### config.mk
export PLATFORM = sky130hd
export DESIGN_NAME = pll_phase_stepper
export DESIGN_NICKNAME = d
export VERILOG_FILES = /design/src/rtl/pll_phase_stepper.sv
export SDC_FILE = /design/constraint.sdc
export NUM_CORES = 1
export LEC_CHECK = 0
export ABC_AREA = 1
export BUFFER_PORTS_ARGS = -buffer_cell sky130_fd_sc_hd__clkbuf_2
export CORE_UTILIZATION = 40
export DETAILED_ROUTE_END_ITERATION = 16
export GPL_ROUTABILITY_DRIVEN = 1
export HOLD_SLACK_MARGIN = 0.08
export SYNTH_ARGS = -nofsm -noshare
export SYNTH_HDL_FRONTEND = slang
export SYNTH_SLANG_ARGS = --single-unit
### constraint.sdc
create_clock -name clk -period 2.65 [get_ports clk]
set_clock_uncertainty 0.05 [all_clocks]
set_input_delay 0.6625 -clock clk [delete_from_list [all_inputs] [get_ports clk]]
set_output_delay 0.6625 -clock clk [all_outputs]
set_load 0.1 [all_outputs]
### src/rtl/pll_phase_stepper.sv
// Sequencer for the ECP5 EHXPLLL dynamic phase-shift port. It issues paced PHASESTEP pulses
// for one channel and tracks a per-channel phase position modulo one output period.
module pll_phase_stepper #(
  parameter int unsigned STEPW = 8,
  parameter int unsigned POSW  = 6,
  parameter int unsigned WRAP  = 48,
  parameter int unsigned SETUP = 2,
  parameter int unsigned PULSE = 4,
  parameter int unsigned HOLD  = 4
) (
  input  logic              clk,
  input  logic              reset,
  input  logic              locked,
  input  logic              req_valid,
  output logic              req_ready,
  input  logic [1:0]        req_chan,
  input  logic              req_dir,
  input  logic [STEPW-1:0]  req_steps,
  output logic              done,
  output logic              err,
  output logic [1:0]        phasesel,
  output logic              phasedir,
  output logic              phasestep,
  output logic [4*POSW-1:0] pos
);

  localparam int unsigned MAXT = (SETUP > PULSE) ? ((SETUP > HOLD) ? SETUP : HOLD)
                                                 : ((PULSE > HOLD) ? PULSE : HOLD);
  localparam int unsigned CNTW = (MAXT > 1) ? $clog2(MAXT) : 1;

  typedef enum logic [2:0] {S_IDLE, S_SETUP, S_PULSE, S_HOLD, S_DONE} state_t;

  state_t           state, state_n;
  logic [CNTW-1:0]  cnt, cnt_n;
  logic [STEPW-1:0] remain;
  logic [1:0]       chan;
  logic [POSW-1:0]  posr [4];
  logic             accept, step_done, abort;

  always_ff @(posedge clk) begin
    if (reset) begin
      state <= S_IDLE;
      cnt   <= '0;
    end else begin
      state <= state_n;
      cnt   <= cnt_n;
    end
  end

  always_comb begin
    state_n   = state;
    cnt_n     = cnt;
    accept    = 1'b0;
    step_done = 1'b0;
    abort     = 1'b0;
    req_ready = (state == S_IDLE) && locked && !reset;
    done      = (state == S_DONE);
    phasestep = (state == S_PULSE);
    case (state)
      S_IDLE: begin
        if (req_valid && req_ready) begin
          accept = 1'b1;
          if (req_steps == '0) begin
            state_n = S_DONE;
          end else begin
            state_n = S_SETUP;
            cnt_n   = CNTW'(SETUP - 1);
          end
        end
      end
      S_SETUP: begin
        if (!locked) begin
          abort = 1'b1;
        end else if (cnt == '0) begin
          state_n = S_PULSE;
          cnt_n   = CNTW'(PULSE - 1);
        end else begin
          cnt_n = cnt - CNTW'(1);
        end
      end
      S_PULSE: begin
        if (!locked) begin
          abort = 1'b1;
        end else if (cnt == '0) begin
          state_n = S_HOLD;
          cnt_n   = CNTW'(HOLD - 1);
        end else begin
          cnt_n = cnt - CNTW'(1);
        end
      end
      S_HOLD: begin
        // Lock loss on the final HOLD cycle still aborts, so that step is not counted.
        if (!locked) begin
          abort = 1'b1;
        end else if (cnt == '0) begin
          step_done = 1'b1;
          if (remain == STEPW'(1)) begin
            state_n = S_DONE;
          end else begin
            state_n = S_SETUP;
            cnt_n   = CNTW'(SETUP - 1);
          end
        end else begin
          cnt_n = cnt - CNTW'(1);
        end
      end
      S_DONE:  state_n = S_IDLE;
      default: state_n = S_IDLE;
    endcase
    if (abort) state_n = S_DONE;
  end

  always_ff @(posedge clk) begin
    if (reset) begin
      chan     <= '0;
      remain   <= '0;
      phasesel <= 2'b11;
      phasedir <= 1'b0;
      err      <= 1'b0;
      for (int unsigned i = 0; i < 4; i++) posr[i] <= '0;
    end else begin
      if (accept) begin
        chan     <= req_chan;
        // EHXPLLL encoding is the channel index minus one, modulo 4 (CLKOP -> 11).
        phasesel <= req_chan - 2'd1;
        phasedir <= req_dir;
        remain   <= req_steps;
        err      <= 1'b0;
      end
      if (abort) err <= 1'b1;
      if (step_done) begin
        remain <= remain - STEPW'(1);
        if (!phasedir)
          posr[chan] <= (posr[chan] == POSW'(WRAP - 1)) ? '0 : posr[chan] + POSW'(1);
        else
          posr[chan] <= (posr[chan] == '0) ? POSW'(WRAP - 1) : posr[chan] - POSW'(1);
      end
    end
  end

  always_comb begin
    pos = '0;
    for (int unsigned i = 0; i < 4; i++) pos[i*POSW +: POSW] = posr[i];
  end

endmodule

==> impl_results.md, run 1 <==
* Status: complete, no violations
* Via Count at around 2300
* Max IR drop VDD at between 0.5 and 0.6 mV
* Max-slew headroom at 0.386
* Mapped Cells at 346
* Fin. max-slew vios at 0
* Tcrit/Tclk final at 0.880
* Final setup viols at 0
* Initial Util at 0.413
* DRC at 0
* Hold violation count in the final report at 0
* GP Congestion at 0.869
* RSZ-0062 raised after global routing: false
* CP Capture Type: flop
* Final wirelength at ~6.2 mm
* Netlist cell types at 34
* CTS tree: done
* Synth Net Count at 368
* Initial antenna violation count at 0
* Grt ovf at 0
* Detailed Place HPWL at 4.92 mm
* Post-synth ARST share at 0
* R2R depth at 13
* Post-synth top area share at 0.277
* Hold WC Path Type: flop to flop
* Area leader, netlist: edfxtp_1
* Mapped Area at 2600 sq um
* Hold depth at 2
* Least-Margin Pin Slew at 0.913 ns
* Hold buffer count at CTS at 0
* Crit start category: flop
* Clock Latency Late Sink at 0.29 ns
* Cell area power density at approximately 700 nW/um^2
* Total track usage at 0.198
* Htree depth at 2
* Synth Flop Type: edfxtp_1
* Vias in the first global route at between 2000 and 2500
* Drt wl/cell at 13.2 um
* # clock sinks at 45
* Vias/cell at 4.95
* Fill count at 647
* CTS resizes at 0
* Syn Area/Cell at 7.53 sq um
* FF+latch area at 1140 sq um
* Total power at 2100 uW
* Die area at 6840 sq um
* CORE AREA at 6310 sq um
* Die height at 82.7 um
* Postcts setup bufs at 0
* Number of synthesized flops with an enable pin at 24
* NumNets Final at 417
* Post-synthesis register bit count at between 40 and 50
* Total CTS buffers at 5
* Multi-input logic area at 1250 sq um
* First-pass GRT wire length at around 10 mm
* Commonest non-fill, non-tap cell in the layout: nand2_1
* Fin Setup TNS at 0 ns
* Setup CP Type: flop to flop
* HP Start: err$_SDFFE_PP0P_
* Port Buffers at 45
* CP Max Fanout at 12
* Die Wd at a little over 80 um
* Largest net degree at the start of global routing at 15
* Clock buffer depth at 2
* Pleak at 0.00147 uW
* Area delta synth->final at 15.4%
* Max Clk Rate at 429 MHz
* Initial DRC count at between 100 and 150
* Number of routed nets with antenna violations at 0
* Sequential fraction of the synthesis area at 0.438
* Antenna cell count at 0
* Final min period at 2.33 ns
* Row count at 29
* Commonest non-fill, non-tap cells in the layout: 99 x nand2_1, 46 x inv_1, 44 x nor2_1, 44 x clkbuf_2, 29 x nand3_1
* Yosys warns at 0
* CTS Root Cell: clkbuf_8
* Max-cap viol count at 0
* First drt pass iteration count at 4
* Clk slew on worst S/H paths at 0.08 ns
* Worst Path Required at 2.65 ns
* Layout cells sized above 1 at 0.197
* Ports at 46
* Top post-synthesis cells by area: edfxtp_1 28%, dfxtp_1 16%, nand2_1 14%
* Worst EP arrival at 2.33 ns
==> stage by stage <==
stage / hold slack (ns) / instances / util / cell area [sq um] / setup slack (ns)
after floorplan: 0.384 / 346 / - / 2620 / 0.128
after global placement: 0.402 / 465 / 0.463 / 2920 / 0.265
after detailed placement: 0.408 / 465 / 0.463 / 2920 / 0.262
after CTS: 0.422 / 473 / 0.476 / 3010 / 0.321
after global routing: 0.438 / 473 / 0.476 / 3010 / 0.0967
final: 0.418 / 473 / 0.476 / 3010 / 0.319
==> routing by layer <==
layer,track usage,share of wire,vias to the layer above
met5,0,0,-
li1,-,-,1210
met4,0.0552,0.0074,0
met2,0.325,0.47,76
met1,0.266,0.48,1047
met3,0.0341,0.044,8
==> cell families (layout without fill, tap and decap cells) <==
family,after synthesis,in the layout,synth area share
and+or+nand+nor,195,195,0.338
buffers and inverters,54,104,0.0845
DFF,45,45,0.438
AOI/OAI and AO/OA,41,41,0.0927
adders and majority gates,7,7,0.0336
xor gates and xnor gates,4,4,0.0135
==> worst paths after layout <==
kind	slack, ns	endpoint
worst max-delay path	0.32	posr[3][4]$_DFFE_PP_
worst min-delay path	0.42	err$_SDFFE_PP0P_
worst max register to register	0.32	posr[3][4]$_DFFE_PP_
worst min register to register	0.42	err$_SDFFE_PP0P_
==> flip-flops by register name, summed over array words and instances (netlist names), named ones only <==
| name | count |
|---|---|
| posr | 24 |
| remain | 8 |
| state | 3 |
| chan | 2 |
| cnt | 2 |
| phasesel | 2 |
| err | 1 |
| phasedir | 1 |
==> Yosys cell counts, types with 4 or more instances <==
cell / n
nor2_1: 44
a21oi_1: 13
dfxtp_1: 21
nand2_1: 99
edfxtp_1: 24
inv_1: 46
ha_1: 7
nand3_1: 29
nand3_2: 4
o21ai_0: 16
==> power by group <==
| group | internal (uW) | total, uW | switching (uW) |
|---|---|---|---|
| registers | 799 | 849 | 50.2 |
| logic | 214 | 852 | 638 |
| clock network | 183 | 404 | 221 |
==> final cells by class <==
cell class | instances | share of cell area
multi-input cells | 247 | 0.418
flip-flops and latches | 45 | 0.380
repair buffers | 48 | 0.0833
inverters | 48 | 0.0600
well taps | 77 | 0.0321
clock buffers | 6 | 0.0241
clock inverters | 2 | 0.00333
==> worst max-delay path, cell delays in order (launching register included) <==
cell	delay (ns)
dfxtp_1	0.38
inv_2	0.17
nand2_1	0.08
nand3_1	0.08
nand2_1	0.16
inv_1	0.23
ha_1	0.22
nand3_1	0.10
nor2_1	0.13
nand2_1	0.13
nand3_1	0.11
nand2_1	0.09
nand2_1	0.11
inv_1	0.05
Note: power is estimated with default switching activity, not from simulation.
==> run 2: changes to the inputs <==
Settings changed: CELL_PAD_IN_SITES_DETAIL_PLACEMENT set to 0, CELL_PAD_IN_SITES_GLOBAL_PLACEMENT set to 1, PLACE_DENSITY_LB_ADDON set to 0.1.
==> impl_results.md, run 2 (same netlist as run 1, synthesis figures left out) <==
* Worst Path Required at 2.66 ns (was 2.65 ns)
* Area delta synth->final at 16.7% (was 15.4%)
* # clock sinks at 45 (unchanged)
* Vias in the first global route at 2098 (was 2091)
* Largest register FFs at 24 (unchanged)
* Buffer and inverter count on the worst path at 2 (was 3)
* Final min period at 2.35 ns (was 2.33 ns)
* Largest Register: posr (unchanged)
* Status: complete, no violations (unchanged)
* Port Buffers at 45 (unchanged)
* Crit start category: flop (unchanged)
* Number of routed nets with antenna violations at 0 (unchanged)
* Ports at 46 (unchanged)
* Detailed Place HPWL at 5.14 mm (was 4.92 mm)
* Fin Setup TNS at 0 ns (unchanged)
* Cell chain of the critical path: inv_2 -> nand2_1 -> nand3_1 -> nand2_1 -> inv_2 -> ha_1 -> nand3_1 -> nor2_1 -> nand2_1 -> nand3_1 -> nand2_1 -> nand3_2 -> nor2_1 (was inv_2 -> nand2_1 -> nand3_1 -> nand2_1 -> inv_1 -> ha_1 -> nand3_1 -> nor2_1 -> nand2_1 -> nand3_1 -> nand2_1 -> nand2_1 -> inv_1)
* Initial DRC count at 114 (was 142)
* CP Max Fanout at 13 (was 12)
* Htree depth at 2 (unchanged)
* Cell area power density at 714 nW/um^2 (was 700 nW/um^2)
* RSZ-0062 raised after global routing: false (unchanged)
* Commonest non-fill, non-tap cell in the layout: nand2_1 (unchanged)
* Commonest non-fill, non-tap cells in the layout: 99 x nand2_1, 45 x inv_1, 44 x nor2_1, 44 x clkbuf_2, 29 x nand3_1 (was 99 x nand2_1, 46 x inv_1, 44 x nor2_1, 44 x clkbuf_2, 29 x nand3_1)
* Row count at 29 (unchanged)
* CTS tree: done (unchanged)
* NumNets Final at 420 (was 417)
* Delay-heaviest family, CP: simple AND/OR/NAND/NOR gates (unchanged)
* Fin. max-slew vios at 0 (unchanged)
* Clk slew on worst S/H paths at 0.10 ns (was 0.08 ns)
* Drt wl/cell at 14.0 um (was 13.2 um)
* CP Capture Type: flop (unchanged)
* CTS Root Cell: clkbuf_8 (unchanged)
* Hold buffer count at CTS at 0 (unchanged)
* CORE AREA at 6310 sq um (unchanged)
* Die height at 82.7 um (unchanged)
* Max-slew headroom at 0.339 (was 0.386)
* DRC at 0 (unchanged)
* Setup CP Type: flop to flop (unchanged)
* CP max-delay cell: dfxtp_2 (was dfxtp_1)
* Largest net degree at the start of global routing at 17 (was 15)
* Reg2Reg Setup Slack at 0.30 ns (was 0.32 ns)
* Final setup viols at 0 (unchanged)
* Layout cells sized above 1 at 0.211 (was 0.197)
* Total CTS buffers at 5 (unchanged)
* First-pass GRT wire length at 10.4 mm (was 10.1 mm)
* Total track usage at 0.209 (was 0.198)
* Tcrit/Tclk final at 0.888 (was 0.880)
* Max IR drop VDD at 0.465 mV (was 0.537 mV)
* Vias/cell at 4.92 (was 4.95)
* Clock Latency Late Sink at 0.31 ns (was 0.29 ns)
* Hold WC Path Type: flop to flop (unchanged)
* Pleak at 0.00148 uW (was 0.00147 uW)
* Crit-path most repeated cell: nand2_1 (unchanged)
* Largest stage delay on the critical path at 0.41 ns (was 0.38 ns)
* Max Clk Rate at 425 MHz (was 429 MHz)
* Die area at 6840 sq um (unchanged)
* Hold violation count in the final report at 0 (unchanged)
* Max-cap viol count at 0 (unchanged)
* Clock buffer depth at 2 (unchanged)
* Die Wd at 82.7 um (unchanged)
* Final wirelength at 6.65 mm (was 6.24 mm)
* Antenna cell count at 0 (unchanged)
* Via Count at 2343 (was 2341)
* Initial Util at 0.413 (unchanged)
* Grt ovf at 0 (unchanged)
* Worst EP arrival at 2.36 ns (was 2.33 ns)
* GP Congestion at 0.800 (was 0.869)
* Initial antenna violation count at 0 (unchanged)
* Biggest regs: posr (24), remain (8), state (3) (unchanged)
* Total power at 2170 uW (was 2100 uW)
* Least-Margin Pin Slew at 0.983 ns (was 0.913 ns)
* First drt pass iteration count at 4 (unchanged)
[run 2: layout make-up]
cell class | count | area, sq um
clock buffers | 5 | 68.8
clock inverters | 3 | 25.0
flip-flops and latches | 45 | 1140
repair buffers | 51 | 273
multi-input cells | 247 | 1250
fillers | 658 | 3270
inverters | 48 | 180
well taps | 77 | 96.3
[run 2: path summary, 6_finish.rpt]
path	endpoint	cells past startpoint	startpoint
worst max-delay path	posr[2][3]$_SDFFCE_PN0P_	13	flop
worst min-delay path	err$_SDFFE_PP0P_	2	err$_SDFFE_PP0P_
worst max register to register	posr[2][3]$_SDFFCE_PN0P_	13	flop
worst min register to register	err$_SDFFE_PP0P_	2	err$_SDFFE_PP0P_
[run 2: per-stage QoR]
| step | setup slack [ns] | std cells | utilization | area, sq um | hold WS (ns) |
|---|---|---|---|---|---|
| 3_5_place_dp | 0.111 | 468 | 0.467 | 2950 | 0.413 |
| 2_1_floorplan | 0.128 | 346 | - | 2620 | 0.384 |
| 6_report | 0.297 | 476 | 0.482 | 3040 | 0.428 |
| 3_3_place_gp | 0.196 | 468 | 0.467 | 2950 | 0.407 |
| 4_1_cts | 0.0831 | 476 | 0.481 | 3040 | 0.427 |
| 5_1_grt | 0.0519 | 476 | 0.482 | 3040 | 0.450 |
[run 2: per-layer routing]
layer	vias to the layer above	track usage	share of wire
met1	1062	0.259	0.46
met4	0	0.0724	0.020
met5	-	0	0
li1	1214	-	-
met2	58	0.360	0.48
met3	9	0.0396	0.041
[run 2: power by group]
| group | switching [uW] | total [uW] | internal, uW |
|---|---|---|---|
| Combinational | 642 | 859 | 217 |
| Clock | 269 | 460 | 191 |
| Sequential | 54.6 | 854 | 799 |
| Total | 965 | 2170 | 1210 |
[run 2: repair_timing]
item | 4_1_cts | 5_1_grt
buffers inserted | 0 | 0
endpoints found under the setup margin | 0 | 20
resized for setup | 0 | 2
[run 2: tightest hold or removal path, stage by stage, from the launching register on]
cell and delay (ns):
dfxtp_1 0.32, nand2_1 0.07, a21oi_1 0.05
